## src/rtl/sync_fifo_ctrl_pkg.sv

```systemverilog
// Shared sizing constants and status types for the single-clock FIFO controller.
`ifndef SYNC_FIFO_CTRL_PARA
`define SYNC_FIFO_CTRL_PARA
`define A_LENGTH 3
`define AF_LEVEL_DEF 6
`define AE_LEVEL_DEF 2
`endif

package sync_fifo_ctrl_pkg;

  localparam int ADDR_W_DEF   = `A_LENGTH;
  localparam int AF_LEVEL_DEF = `AF_LEVEL_DEF;
  localparam int AE_LEVEL_DEF = `AE_LEVEL_DEF;

  typedef struct packed {
    logic full;
    logic empty;
    logic almost_full;
    logic almost_empty;
  } status_t;

  localparam status_t STATUS_RST = '{full: 1'b0, empty: 1'b1,
                                     almost_full: 1'b0, almost_empty: 1'b1};

  function automatic int unsigned depth_of(input int unsigned aw);
    return 32'd1 << aw;
  endfunction

endpackage

```

## src/rtl/sync_fifo_ctrl_bin2gray.sv

```systemverilog
// Combinational binary-to-Gray conversion; zero latency, no flow control.
module fifo_bin2gray #(
  parameter int W = 4
) (
  input  logic [W-1:0] bin_i,
  output logic [W-1:0] gray_o
);

  assign gray_o = bin_i ^ (bin_i >> 1);

endmodule

```

## src/rtl/sync_fifo_ctrl.sv

```systemverilog
// FIFO pointer/status sequencer for a dual-port RAM; status is registered one cycle
// after the accepted op, and writes while full / reads while empty are dropped with a pulse.
module sync_fifo_ctrl
  import sync_fifo_ctrl_pkg::*;
#(
  parameter int ADDR_W   = ADDR_W_DEF,
  parameter int AF_LEVEL = AF_LEVEL_DEF,
  parameter int AE_LEVEL = AE_LEVEL_DEF
) (
  input  logic              clk_in,
  input  logic              reset,
  input  logic              wr_en,
  input  logic              rd_en,
  output logic              ram_we,
  output logic [ADDR_W-1:0] wr_addr,
  output logic [ADDR_W-1:0] rd_addr,
  output logic              rd_valid,
  output logic              full,
  output logic              empty,
  output logic              almost_full,
  output logic              almost_empty,
  output logic [ADDR_W:0]   count,
  output logic              overflow,
  output logic              underflow,
  output logic [ADDR_W:0]   wr_ptr_gray,
  output logic [ADDR_W:0]   rd_ptr_gray
);

  localparam int PW = ADDR_W + 1;
  localparam logic [PW-1:0] DEPTH_C = PW'(depth_of(ADDR_W));
  localparam logic [PW-1:0] AF_C    = PW'(AF_LEVEL);
  localparam logic [PW-1:0] AE_C    = PW'(AE_LEVEL);

  logic [PW-1:0] wr_ptr_q, wr_ptr_d;
  logic [PW-1:0] rd_ptr_q, rd_ptr_d;
  logic [PW-1:0] count_q, count_d;
  logic [PW-1:0] wr_gray_q, wr_gray_d;
  logic [PW-1:0] rd_gray_q, rd_gray_d;
  status_t       stat_q, stat_d;
  logic          rd_valid_q, overflow_q, underflow_q;
  logic          wr_acc, rd_acc;

  always_comb begin
    wr_acc   = wr_en & ~stat_q.full;
    rd_acc   = rd_en & ~stat_q.empty;
    wr_ptr_d = wr_ptr_q + PW'(wr_acc);
    rd_ptr_d = rd_ptr_q + PW'(rd_acc);
    count_d  = count_q + PW'(wr_acc) - PW'(rd_acc);

    stat_d              = STATUS_RST;
    stat_d.full         = (count_d == DEPTH_C);
    stat_d.empty        = (count_d == '0);
    stat_d.almost_full  = (count_d >= AF_C);
    stat_d.almost_empty = (count_d <= AE_C);
  end

  // Gray codes are taken from the next pointer so they land with the binary pointers.
  fifo_bin2gray #(.W(PW)) u_wr_gray (
    .bin_i  (wr_ptr_d),
    .gray_o (wr_gray_d)
  );

  fifo_bin2gray #(.W(PW)) u_rd_gray (
    .bin_i  (rd_ptr_d),
    .gray_o (rd_gray_d)
  );

  always_ff @(posedge clk_in) begin
    if (reset) begin
      wr_ptr_q    <= '0;
      rd_ptr_q    <= '0;
      count_q     <= '0;
      wr_gray_q   <= '0;
      rd_gray_q   <= '0;
      stat_q      <= STATUS_RST;
      rd_valid_q  <= 1'b0;
      overflow_q  <= 1'b0;
      underflow_q <= 1'b0;
    end else begin
      wr_ptr_q    <= wr_ptr_d;
      rd_ptr_q    <= rd_ptr_d;
      count_q     <= count_d;
      wr_gray_q   <= wr_gray_d;
      rd_gray_q   <= rd_gray_d;
      stat_q      <= stat_d;
      rd_valid_q  <= rd_acc;
      overflow_q  <= wr_en & stat_q.full;
      underflow_q <= rd_en & stat_q.empty;
    end
  end

  assign ram_we       = wr_acc & ~reset;
  assign wr_addr      = wr_ptr_q[ADDR_W-1:0];
  assign rd_addr      = rd_ptr_q[ADDR_W-1:0];
  assign rd_valid     = rd_valid_q;
  assign full         = stat_q.full;
  assign empty        = stat_q.empty;
  assign almost_full  = stat_q.almost_full;
  assign almost_empty = stat_q.almost_empty;
  assign count        = count_q;
  assign overflow     = overflow_q;
  assign underflow    = underflow_q;
  assign wr_ptr_gray  = wr_gray_q;
  assign rd_ptr_gray  = rd_gray_q;

endmodule

```

## config.mk

```make
export PLATFORM = sky130hd
export DESIGN_NAME = sync_fifo_ctrl
export DESIGN_NICKNAME = d
export VERILOG_FILES = /design/src/rtl/sync_fifo_ctrl_pkg.sv /design/src/rtl/sync_fifo_ctrl_bin2gray.sv /design/src/rtl/sync_fifo_ctrl.sv
export SDC_FILE = /design/constraint.sdc
export NUM_CORES = 1
export LEC_CHECK = 0
export BUFFER_PORTS_ARGS = -buffer_cell sky130_fd_sc_hd__buf_2
export CORE_MARGIN = 2
export CORE_UTILIZATION = 46
export DETAILED_ROUTE_END_ITERATION = 8
export PLACE_DENSITY = 0.69
export REMOVE_ABC_BUFFERS = 1
export SYNTH_ARGS = -nofsm -noshare
export SYNTH_HDL_FRONTEND = slang
export SYNTH_SLANG_ARGS = --single-unit
```

## constraint.sdc

```tcl
create_clock -name clk_in -period 2.6 [get_ports clk_in]
set_input_delay 0.39 -clock clk_in [delete_from_list [all_inputs] [get_ports clk_in]]
set_output_delay 0.39 -clock clk_in [all_outputs]
set_load 0.005 [all_outputs]
```

==> run_results.csv <==
group,metric,value,unit
timing,setup_viol,0,
hold_path,min_path_cells,3,
worst_setup_path,cp-start-kind,"flip-flop",
clocking,hold_buffers,0,
global_route,antenna_found_initial,0,
clocking,clk_latency,0.31,ns
detailed_routing,routed-via-count,752,
worst_setup_path,rrSetupSlack,0.47,ns
logic_synthesis,synth_top_area_share,50.44,%
placed_design,place_congestion,0.7787,
logic_synthesis,yosys.area_share.adder,10.84,%
worst_setup_path,critical_path.slowest_cell,"fa_1",
finish,nets,142,
logic_synthesis,async_flop_share,0,%
placed_design,dp.cells,152,
clocking,cts.repair.resized,0,
clocking,htree_num_levels,1,
detailed_routing,routed_wirelength,1651,um
hold_path,min_to,"overflow$_SDFF_PP0_",
logic_synthesis,synth_xor_area_share,11.48,%
logic_synthesis,synth.area.mux_share,0,%
detailed_routing,via_per_inst,4.821,
clocking,clockRootBuffer,"clkbuf_4",
timing,slew_viol_final,0,
logic_synthesis,synth_cell_types,20,
logic_synthesis,synthCells,98,
worst_setup_path,path_max_fanout,5,
finish,fin_util,59.50,%
global_route,grt_pass1_vias,697,
logic_synthesis,synth_top_flop_cell,"dfxtp_1",
detailed_routing,drtIter0Drc,5,
finish,drive_gt1_share,26.36,%
clocking,post_cts_buffers,0,
floorplan,core-area,0.002002,sq mm
logic_synthesis,syn_area_per_cell,10.12,sq um
logic_synthesis,synth_area,992.2,sq um
clocking,cts.clk_slew.worst_paths,0.12,ns
detailed_routing,drtPass1Iterations,4,
hold_path,min_path_type,"input pin to flip-flop",
floorplan,initial_core_util,49.56,%
floorplan,die_h,50.45,um
timing,worst_slack,0.4669,ns
timing,hold_violations,0,
placed_design,pre_cts_slack,0.2888,ns
worst_setup_path,crit_type,"flip-flop to flip-flop",
detailed_routing,ant_nets,0,
timing,relSlewSlack,70.62,%
worst_setup_path,crit_buf_inv,0,
finish,finish.cell_count_without_fillers,156,
logic_synthesis,ys_ff_latch,25,
finish,n_fill_cell,198,
global_route,grt_pass1_wl,2773,um
run_status,status,"finished, final reports clean",
clocking,cts_tree,"built",
global_route,grt_usage,14.39,%
floorplan,die_w,50.45,um
timing,fin_worst_skew,0.008110,ns
timing,hold_slack,0.2978,ns
timing,worstMarginPinSlew,0.4407,ns
floorplan,placementRows,16,
detailed_routing,remaining_drc_errors,0,
finish,area_growth,20.05,%
worst_setup_path,arrival,2.37,ns
timing,finalCritPeriodShare,82.04,%
power,p_leak,0.5832,nW
worst_setup_path,r2r_cells,6,
logic_synthesis,synth-edff-count,0,
logic_synthesis,synth_compound_area_share,6.936,%
logic_synthesis,yosysSeqAreaShare,50.44,%
floorplan,ios,30,
detailed_routing,wire_per_inst,10.58,um
worst_setup_path,end_kind,"flip-flop",
timing,rsz0062_at_grt,"false",
finish,multiInputGateArea,473.0,sq um
hold_path,hold_start,"wr_en",
logic_synthesis,synth_area_leader_cell,"dfxtp_1",
logic_synthesis,synth_common_cells,"25 x dfxtp_1, 10 x nor2_1, 10 x nor2b_1",
power,peakVddDrop,0.0007390,V
power,power.total,1.287,mW
logic_synthesis,synth_warnings,0,
finish,final-seq-area,500.5,sq um
logic_synthesis,synth-simple-area-share,18.41,%
finish,diodes,0,
placed_design,post-dp-hpwl,1255,um
clocking,cts.sinks,25,
worst_setup_path,crit_path_max_incr_delay,0.50,ns
finish,design_area,0.001191,sq mm
global_route,grt_overflow,0,
logic_synthesis,synth.area.top_cells,"dfxtp_1 50%, ha_1 8.8%, nor2b_1 6.3%",
worst_setup_path,crit_chain,"nor2b_1 > xnor2_1 > ha_1 > fa_1 > or3_1 > a211oi_2",
worst_setup_path,reg2reg_from,"empty$_SDFF_PP1_",
timing,min_period,2.133,ns
worst_setup_path,crit_family,"adder cells",
floorplan,die_area,0.002545,sq mm
power,powerDensity,1081,mW/mm^2
placed_design,placedInstanceArea,0.001164,sq mm
worst_setup_path,timing.rr.end,"full$_SDFF_PP0_",
timing,tns,0,ns
clocking,clockBufferDepth,2,
job,drv_cap,0,
global_route,grt_max_degree,27,
placed_design,io_buffers,29,
logic_synthesis,yosysMostFrequentCell,"dfxtp_1",
worst_setup_path,worst_ep_required_time,2.84,ns
logic_synthesis,synth_top_family_by_area,"simple AND/OR/NAND/NOR gates",
clocking,cts_buffers,3,
timing,clock.fmax,0.4688,GHz
[registers in the layout, summed over array words and instances, names as in the netlist]
register,cells
rd_valid,1
rd_ptr_gray,3
wr_ptr_q,4
overflow,1
full,1
almost_full,1
wr_ptr_gray,3
almost_empty,1
rd_ptr_q,4
empty,1
count,4
underflow,1
[layout by cell type, fill, tap and decap left out, drive strengths merged, types with 2 or more instances in the layout]
cell and n:
nand3 4, nor2 10, clkbuf 3, nor3 3, a31o 2, nand2 6
dfxtp 25, a21oi 5, and3 2, xnor2 6, nor2b 10, buf 29
xor2 7, ha 7, inv 3
[cells by family (layout without fill, tap and decap cells)]
kind of cell,Yosys count,after routing
AO/OA/AOI/OAI,10,10
XOR/XNOR,13,13
adder cells (fa/ha/maj),8,8
buffers and inverters,5,36
flip-flops,25,25
AND/OR/NAND/NOR,37,37
[worst register-to-register path, stage by stage, from the launching register on]
cell      delay, ns
dfxtp_1        0.34
nor2b_1        0.25
xnor2_1        0.17
ha_1           0.22
fa_1           0.50
or3_1          0.41
a211oi_2       0.18
[cell type report]
| class | count | share of cell area (%) |
|---|---|---|
| Tap cell | 27 | 2.836 |
| Multi-Input combinational cell | 68 | 39.71 |
| Timing Repair Buffer | 29 | 12.18 |
| Clock buffer | 3 | 1.891 |
| Sequential cell | 25 | 42.02 |
| Inverter | 3 | 0.9454 |
| Clock inverter | 1 | 0.4202 |
[layer usage]
layer	track usage [%]	wire length, um	up-vias	share of wire [%]
met1	14.77	737	348	45
li1	-	-	386	-
met2	27.63	851	16	52
met5	0	0	-	0
met3	3.571	50	2	3.0
met4	5.405	12	0	0.73
[worst max-delay path by stage]
stage                                 from         endpoint  cells past startpoint
final                     empty$_SDFF_PP1_  full$_SDFF_PP0_                      6
after global routing      empty$_SDFF_PP1_  full$_SDFF_PP0_                      6
after CTS                 empty$_SDFF_PP1_  full$_SDFF_PP0_                      6
after detailed placement             rd_en  full$_SDFF_PP0_                      7
after global placement               rd_en  full$_SDFF_PP0_                      7
after floorplan                      rd_en  full$_SDFF_PP0_                      6
[where the power goes]
group / switching (mW) / internal (mW) / total [mW]
clock: 0.109 / 0.0574 / 0.166
combinational: 0.306 / 0.286 / 0.592
sequential: 0.0449 / 0.484 / 0.529
Power figures use the tool's default switching activity.
